### src/rtl/usr_pkg.sv
// Shared definitions for the universal shift register: mode encodings.
package usr_pkg;

  localparam logic [1:0] MODE_HOLD = 2'b00;
  localparam logic [1:0] MODE_UP   = 2'b01;
  localparam logic [1:0] MODE_DN   = 2'b10;
  localparam logic [1:0] MODE_LOAD = 2'b11;

endpackage

### src/rtl/usr_stage.sv
// One stage of the universal shift register: a WIDTH-bit word plus its valid
// bit, with a 4-way next-value select (hold / up neighbour / down neighbour /
// parallel load) and a synchronous clear that overrides everything.
module usr_stage
  import usr_pkg::*;
#(
  parameter int WIDTH = 1
) (
  input  logic             clk,
  input  logic             rst_n,
  input  logic             en_i,
  input  logic             clr_i,
  input  logic [1:0]       mode_i,
  input  logic [WIDTH-1:0] up_nbr_i,   // word arriving on shift up (lower stage or sin_up)
  input  logic             up_vld_i,   // its valid bit (tied high at stage 0)
  input  logic [WIDTH-1:0] dn_nbr_i,   // word arriving on shift down (upper stage or sin_dn)
  input  logic             dn_vld_i,   // its valid bit (tied high at the last stage)
  input  logic [WIDTH-1:0] load_i,
  output logic [WIDTH-1:0] q_o,
  output logic             vld_o
);

  logic [WIDTH-1:0] data_q, data_d;
  logic             vld_q, vld_d;

  // Next-state select: clr beats an enabled operation, which beats hold.
  always_comb begin
    data_d = data_q;
    vld_d  = vld_q;
    if (clr_i) begin
      data_d = '0;
      vld_d  = 1'b0;
    end else if (en_i) begin
      unique case (mode_i)
        MODE_UP: begin
          data_d = up_nbr_i;
          vld_d  = up_vld_i;
        end
        MODE_DN: begin
          data_d = dn_nbr_i;
          vld_d  = dn_vld_i;
        end
        MODE_LOAD: begin
          data_d = load_i;
          vld_d  = 1'b1;
        end
        default: begin
          data_d = data_q;
          vld_d  = vld_q;
        end
      endcase
    end
  end

  // Stage register; async reset empties the stage immediately.
  always_ff @(posedge clk or negedge rst_n) begin
    if (!rst_n) begin
      data_q <= '0;
      vld_q  <= 1'b0;
    end else begin
      data_q <= data_d;
      vld_q  <= vld_d;
    end
  end

  assign q_o   = data_q;
  assign vld_o = vld_q;

endmodule

### src/rtl/univ_shift_reg.sv
// Parametrised universal shift register: DEPTH stages of WIDTH-bit words with
// bidirectional shift, parallel load/readout, clear, enable and per-stage
// valid tracking. Every output comes straight from the stage registers.
module univ_shift_reg
  import usr_pkg::*;
#(
  parameter int WIDTH = 1,
  parameter int DEPTH = 3
) (
  input  logic                   clk,
  input  logic                   rst_n,
  input  logic                   en,
  input  logic                   clr,
  input  logic [1:0]             mode,
  input  logic [WIDTH-1:0]       sin_up,
  input  logic [WIDTH-1:0]       sin_dn,
  input  logic [WIDTH*DEPTH-1:0] pin,
  output logic [WIDTH*DEPTH-1:0] pout,
  output logic [WIDTH-1:0]       q_first,
  output logic [WIDTH-1:0]       q_last,
  output logic [DEPTH-1:0]       vld,
  output logic                   full,
  output logic                   empty
);

  logic [WIDTH-1:0] stage_w [DEPTH];
  logic [DEPTH-1:0] vld_w;

  for (genvar i = 0; i < DEPTH; i++) begin : g_stage
    logic [WIDTH-1:0] up_nbr, dn_nbr;
    logic             up_vld, dn_vld;

    // Chain ends take the serial inputs and always insert a valid word.
    if (i == 0) begin : g_first
      assign up_nbr = sin_up;
      assign up_vld = 1'b1;
    end else begin : g_up
      assign up_nbr = stage_w[i-1];
      assign up_vld = vld_w[i-1];
    end

    if (i == DEPTH-1) begin : g_last
      assign dn_nbr = sin_dn;
      assign dn_vld = 1'b1;
    end else begin : g_dn
      assign dn_nbr = stage_w[i+1];
      assign dn_vld = vld_w[i+1];
    end

    usr_stage #(.WIDTH(WIDTH)) u_stage (
      .clk      (clk),
      .rst_n    (rst_n),
      .en_i     (en),
      .clr_i    (clr),
      .mode_i   (mode),
      .up_nbr_i (up_nbr),
      .up_vld_i (up_vld),
      .dn_nbr_i (dn_nbr),
      .dn_vld_i (dn_vld),
      .load_i   (pin[i*WIDTH +: WIDTH]),
      .q_o      (stage_w[i]),
      .vld_o    (vld_w[i])
    );

    assign pout[i*WIDTH +: WIDTH] = stage_w[i];
  end

  assign q_first = stage_w[0];
  assign q_last  = stage_w[DEPTH-1];
  assign vld     = vld_w;
  assign full    = &vld_w;
  assign empty   = ~|vld_w;

endmodule

### config.mk
export PLATFORM = sky130hd
export DESIGN_NAME = univ_shift_reg
export DESIGN_NICKNAME = d
export VERILOG_FILES = /design/src/rtl/usr_pkg.sv /design/src/rtl/usr_stage.sv /design/src/rtl/univ_shift_reg.sv
export SDC_FILE = /design/constraint.sdc
export NUM_CORES = 1
export LEC_CHECK = 0
export CAP_MARGIN = 20
export CORE_AREA = 3 3 40 42
export DETAILED_ROUTE_END_ITERATION = 10
export DIE_AREA = 0 0 43 45
export GPL_TIMING_DRIVEN = 0
export HOLD_SLACK_MARGIN = 0.02
export PLACE_DENSITY = 0.75
export RECOVER_POWER = 25
export REMOVE_ABC_BUFFERS = 1
export SLEW_MARGIN = 5
export SYNTH_ARGS = -nofsm -noshare
export SYNTH_HDL_FRONTEND = slang
export SYNTH_SLANG_ARGS = --single-unit
### constraint.sdc
create_clock -name clk -period 3 [get_ports clk]
set_clock_uncertainty 0.15 [all_clocks]
set_input_delay 0.45 -clock clk [delete_from_list [all_inputs] [get_ports clk]]
set_output_delay 0.45 -clock clk [all_outputs]
set_load 0.03 [all_outputs]
# Word-level counts from Yosys, hierarchy flattened
# Cells that the tools add are included.
totals:
  word_cells: 39
  input_bits: 11
  reg_bits: 6
  memories: 0
  rom_bits: 0
  latchBits: 0
  ramBits: 0
classes:
  mul: 0
  n_lt_le_gt_ge: 0
  n_reduce_logical: 12
  bitwise_logic: 0
  n_addsub: 0
  div: 0
  muxes: 18
  n_eq_ne: 3
  n_shift: 0
ops:
  columns: ["op", "count"]
  rows:
  - ["$mux W1", 12]
  - ["$pmux W1 S3", 4]
  - ["$reduce_and A2 Y1", 3]
  - ["$reduce_bool A3 Y1", 2]
  - ["$eq A2 B2 Y1 const B", 2]
  - ["$pmux W1 S2", 2]
  - ["$reduce_bool A4 Y1", 1]
  - ["$reduce_or A2 Y1", 2]
  - ["$reduce_and A3 Y1", 1]
  - ["$reduce_or A3 Y1", 1]
  - ["$eq A2 B1 Y1 const B", 1]
  - ["$reduce_bool A2 Y1", 1]
  - ["$logic_not A1 Y1", 1]

# Logic depth before layout (Yosys ltp)
# Gate-level depths: netlist (run 1).
depth:
  depth_word: 5
  mapped_depth: 4

# Cells and area by module
# A second synthesis (run 1) with hierarchy kept.
unflattened:
  hier_cells: 57
  area_unflattened_um2: 538.0
modules_own_cells:
  columns: ["module", "cells_each", "area_each_um2", "instances"]
  rows:
  - ["usr_stage", 16, 157.7, 3]
  - ["univ_shift_reg", 9, 65.1, 1]

# Least setup slack after synthesis (run 1)
# No wires, ideal clock.
synth_timing:
  path_type: "register to output"
  from: "reg g_stage[1].u_stage.vld_q"
  to: "out empty"
  path_stages_with_launch: 2
  n_path_buf: 0
  t_required_ps: 2400
  slack_ps: 1283
  arrival_time_ps: 1117
  cell_sequence: "dfrtp_1 > nor3_1"
synth_via:
  elab_chain_cells: 2
synth_rtl:
  columns: ["element", "line_no", "rtl"]
  rows:
  - ["start, declared", "usr_stage.sv:24", "logic vld_q, vld_d;"]
  - ["start signal, assigned", "usr_stage.sv:62", "vld_q <= vld_d;"]
  - ["$reduce_or A3 Y1", "univ_shift_reg.sv:72", "assign empty = ~|vld_w;"]
  - ["$logic_not A1 Y1", "univ_shift_reg.sv:72", null]
  - ["end, declared", "univ_shift_reg.sv:23", "output logic empty"]
# Every way passes these cells.

# Worst setup path after layout (run 1)
# Same ends and word-level chain as after synthesis.

==> impl_metrics.ini, run 1 <==
[setup_path]
cp.depth = 2
worstPathCellList = nor3_1 > clkdlybuf4s50_1
cp-end-kind = output port
worstPathMaxFanout = 7
worstSetupStartpoint = g_stage[1].u_stage.vld_o
critical_path_arrival_ns = 1.57
worstReg2RegStart = g_stage[2].u_stage.vld_o
crit_buf_inv = 1
reg2reg_depth = 3
critPathSlowestCell = clkdlybuf4s50_1
worstPathRequired_ns = 2.40
startpoint_type = register
crit_path_end = empty
rrSetupSlack_ns = 1.81
worstReg2RegEnd = g_stage[2].u_stage.vld_o
crit_family = buffers and inverters
slowest_delay_ns = 0.70
critPathKind = register to output port

[floorplan]
coreArea_um2 = 1280
rows = 13
die_h_um = 45
io_pins = 21
die-area_um2 = 1940
die_w_um = 43
start_util_pct = 32.6

[clock_network]
clock_sinks = 6
post_cts_resized = 0
cts_buffers = 3
cts.reportedPaths.clkPinSlew_ns = 0.04
cts_root_buf = clkbuf_4
cts_htree_levels = 1
cts_buffer_depth = 2
clk_latency_ns = 0.23
tritoncts = built
cts-hold-fix-buffers = 0
cts_setup_buffers = 0

[pwr]
peakVddDrop_v = 0.000174
cellLeakagePower_nw = 0.248
powerDensity_nw_per_um2 = 403

[route]
ant_nets = 0
drt_iter0_markers = 4
wl_per_cell_um = 10.8
wirelength_um = 841
routed_via_density = 4.47
drc = 0
dr_total_vias = 349
dr.pass1.iters = 2

[synthesis]
netlist_area_um2 = 419
ys_warn_count = 0
yosysSeqAreaShare_pct = 35.8
syn_area_per_cell_um2 = 8.55
ys_types = 17
synth-seq-cells = 6
syn_inst = 49

[sta]
fmax_mhz = 461
finalHoldViolCount = 0
rsz0062_at_grt = false
maxSlewHeadroom_pct = 73.9
worst_pin_slew_ns = 0.390
fin_crit_ns = 2.17
finalCritPeriodShare_pct = 72.4
slew_viol_final = 0
setup-violations-final = 0
fin_setup_tns_ns = 0
whs_ns = 0.365

[run_status]
status = finished, final reports clean

[finish]
most-common-layout-cells = clkdlybuf4s50_1, dfrtp_1, nand2_1, nor2_1, a21oi_1
num_antenna_cells = 0
drive_above_1_share_pct = 9.52
final_common_cell = clkdlybuf4s50_1
synthToLayoutAreaGrowth_pct = 41.2
layout.nets = 76

[run]
max_cap_viol_count = 0

[global_routing]
globalRouteOverflowTotal = 0
grt_start_max_net_pins = 13
track_usage_pct = 9.34
grt_pass1_vias = 330
antenna_found_initial = 0
grt_pass1_wl_um = 1320

[place]
post-dp-hpwl_um = 681
portBuffers = 20
gp_congestion = 0.677

[hold_path]
hold_path.class = input port to asynchronous set/reset pin
worst min-delay path by stage:
stage	cells past startpoint	end	start
6_report	1	g_stage[0].u_stage.q_o	rst_n
5_1_grt	1	g_stage[0].u_stage.q_o	rst_n
4_1_cts	1	g_stage[0].u_stage.q_o	rst_n
3_5_place_dp	2	g_stage[0].u_stage.q_o	g_stage[0].u_stage.q_o
3_3_place_gp	2	g_stage[0].u_stage.q_o	g_stage[0].u_stage.q_o
2_1_floorplan	0	g_stage[0].u_stage.q_o	rst_n
flip-flops by register name, indices dropped and copies added (netlist names):
name and cells:
g_stage.u_stage.q_o 3, g_stage.u_stage.vld_o 3
routing by layer:
metal | wire [um] | up-vias | GRT usage (%)
li1 | - | 193 | -
met1 | 386 | 150 | 11.7
met2 | 417 | 6 | 13.2
met3 | 38 | 0 | 1.99
met4 | 0 | 0 | 9.04
met5 | 0 | - | 0
cell usage after synthesis (all sizes together):
| cell type | number | area share (%) |
|---|---|---|
| a211oi | 1 | 1.8 |
| nor3 | 3 | 3.6 |
| mux2i | 3 | 7.2 |
| nand3b | 2 | 3.6 |
| a211o | 3 | 6.3 |
| nor2 | 5 | 4.5 |
| buf | 8 | 15 |
| a21oi | 5 | 6.0 |
| nand2 | 5 | 4.5 |
| o21ai | 1 | 2.1 |
| and3 | 1 | 1.5 |
| o22ai | 2 | 3.0 |
| inv | 1 | 0.89 |
| clkbuf | 1 | 1.2 |
| dfrtp | 6 | 36 |
| or2 | 2 | 3.0 |
per-stage QoR:
stage | total power (W) | util, % | setup WS (ns) | area [um2] | cells
finish | 0.000239 | 46.1 | 0.829 | 592 | 78
detailed placement | 0.000173 | 44.3 | 1.02 | 569 | 75
global placement | 0.000172 | 44.3 | 1.01 | 569 | 75
floorplan | 0.000131 | - | 1.14 | 350 | 40
global route | 0.000253 | 46.1 | 0.760 | 592 | 78
CTS | 0.000245 | 46.1 | 0.809 | 592 | 78
cells by family after synthesis:
logic type	after synthesis	synth area share (%)
and+or+nand+nor	18	20.6
AOI/OAI and AO/OA	12	19.1
buffers and inverters	10	17.3
DFF	6	35.8
muxes	3	7.16
power by group:
part,internal [W],switching [W],leakage (nW)
clock network,0.0000448,0.0000231,0.0138
registers,0.0000867,0.00000636,0.0797
logic,0.0000379,0.0000399,0.154
total,0.000169,0.0000694,0.248
layout make-up:
| class | count | area (um2) |
|---|---|---|
| clock buffers | 3 | 22.5 |
| fillers | 126 | 693 |
| inverters | 1 | 3.75 |
| multi-input cells | 33 | 196 |
| flip-flops and latches | 6 | 150 |
| well taps | 15 | 18.8 |
| repair buffers | 20 | 200 |
(Power assumes the default switching activity.)
==> run 2, diff against run 1 <==
==> constraint.sdc (replaced) <==
create_clock -name clk -period 2 [get_ports clk]
set_clock_uncertainty 0.15 [all_clocks]
set_input_delay 0.3 -clock clk [delete_from_list [all_inputs] [get_ports clk]]
set_output_delay 0.3 -clock clk [all_outputs]
set_load 0.03 [all_outputs]
==> run 2 against run 1 <==
Net effect:
- sequential share of layout area up 0.054 points
- power rose by 49%
- critical path depth stayed put
- core utilization down 0.097 points
- worst hold slack got worse by 0.15 ns
- register-to-register slack got worse by 1.0 ns
- flip-flop and latch count did not move
- non-clock buffer count unchanged
- critical path type unchanged
- largest cell class unchanged
- highest routed layer unchanged
==> impl_metrics.ini, run 2 (synthesis gave the netlist of run 1 again) <==
[sta]
rsz0062_at_grt = false
fmax_mhz = 514
worst_pin_slew_ns = 0.390
fin_crit_ns = 1.95
fin_setup_tns_ns = 0
finalHoldViolCount = 0
finalCritPeriodShare_pct = 97.3
slew_viol_final = 0
maxSlewHeadroom_pct = 73.9
setup-violations-final = 0
setup_ws_ns = 0.0532
whs_ns = 0.215

[global_routing]
antenna_found_initial = 0
grt_start_max_net_pins = 13
track_usage_pct = 9.34
grt_pass1_vias = 330
grt_pass1_wl_um = 1320
globalRouteOverflowTotal = 0

[route]
wl_per_cell_um = 10.8
routed_via_density = 4.45
drt_iter0_markers = 4
dr.pass1.iters = 2
dr_total_vias = 347
wirelength_um = 843
ant_nets = 0
drc = 0

[pwr]
peakVddDrop_v = 0.000261
cellLeakagePower_nw = 0.249
p_clk_share_pct = 28.6
comb_power_share_pct = 32.2
p_int_w = 0.000252
powerDensity_nw_per_um2 = 603
swShare_pct = 29.2
p_sw_w = 0.000104
pwr-share-seq_pct = 39.2

[clock_network]
cts_htree_levels = 1
clk_latency_ns = 0.23
cts-hold-fix-buffers = 0
cts_root_buf = clkbuf_4
cts_buffers = 3
cts_setup_buffers = 0
clock_sinks = 6
cts.reportedPaths.clkPinSlew_ns = 0.04
tritoncts = built
cts_buffer_depth = 2
post_cts_resized = 1

[finish]
num_antenna_cells = 0
most-common-layout-cells = clkdlybuf4s50_1, dfrtp_1, nand2_1, nor2_1, a21oi_1
layout.nets = 76
drive_above_1_share_pct = 9.52
final_util_pct = 46.0
final_cell_area_um2 = 591
synthToLayoutAreaGrowth_pct = 40.9
final_common_cell = clkdlybuf4s50_1

[setup_path]
worstPathCellList = and3_1 > clkdlybuf4s50_1
critPathKind = register to output port
worstPathMaxFanout = 7
crit_family = buffers and inverters
critPathSlowestCell = clkdlybuf4s50_1
slowest_delay_ns = 0.66
cp-end-kind = output port
startpoint_type = register
critical_path_arrival_ns = 1.50
crit_buf_inv = 1
worstPathRequired_ns = 1.55

[floorplan]
coreArea_um2 = 1280
rows = 13
die_w_um = 43
die_h_um = 45
die-area_um2 = 1940
io_pins = 21
start_util_pct = 32.6

[hold_path]
hold_path.class = input port to asynchronous set/reset pin

[place]
dpl_cell_area_um2 = 569
post-dp-hpwl_um = 681
portBuffers = 20
dpl_worst_slack_ns = 0.171
gp_congestion = 0.677

[run]
max_cap_viol_count = 0

[run_status]
status = finished, final reports clean
## run 2: cell count changes in the layout (fill, tap and decap cells not counted)
| cell | delta |
|---|---|
| dlygate4sd2_1 | +1 |
| clkdlybuf4s50_1 | -1 |
## run 2: through the flow
step | instances | total power, W
floorplan | 40 | 0.000196
global route | 78 | 0.000377
finish | 78 | 0.000356
CTS | 78 | 0.000365
detailed placement | 75 | 0.000259
global placement | 75 | 0.000258
## run 2: worst paths after layout
kind | startpoint | depth (start not counted) | slack (ns) | endpoint
max | g_stage[1].u_stage.vld_o | 2 | 0.05 | full
min | rst_n | 1 | 0.22 | g_stage[0].u_stage.q_o
max reg2reg | g_stage[2].u_stage.vld_o | 3 | 0.81 | g_stage[2].u_stage.vld_o
min reg2reg | g_stage[0].u_stage.q_o | 2 | 0.42 | g_stage[0].u_stage.q_o
max in group asynchronous | rst_n | 1 | 1.29 | g_stage[2].u_stage.q_o
min in group clk | g_stage[0].u_stage.q_o | 2 | 0.42 | g_stage[0].u_stage.q_o
## run 2: final cells by class
class	count	area (um2)
Clock buffer	3	22.5
Fill cell	126	694
Inverter	1	3.75
Multi-Input combinational cell	33	196
Sequential cell	6	150
Tap cell	15	18.8
Timing Repair Buffer	20	199
## run 2: worst reg2reg max path: cells and delay by family (launching register included)
family / cells / cell delay, ns
compound gates: 1 / 0.15
simple gates: 2 / 0.36
flops: 1 / 0.41
## run 2: routing by layer
metal	GRT usage (%)	wire, um	up-vias
met3	1.99	38	0
met4	9.04	0	0
li1	-	-	193
met2	13.2	415	6
met1	11.7	389	148
met5	0	0	-
## run 2: power groups by stage
stage / logic, W / clock network [W] / registers, W
after floorplan: 0.0000358 / 0 / 0.000161
after global placement: 0.000117 / 0 / 0.000141
after detailed placement: 0.000118 / 0 / 0.000141
after CTS: 0.000116 / 0.000110 / 0.000139
after global routing: 0.000122 / 0.000114 / 0.000141
final: 0.000115 / 0.000102 / 0.000140
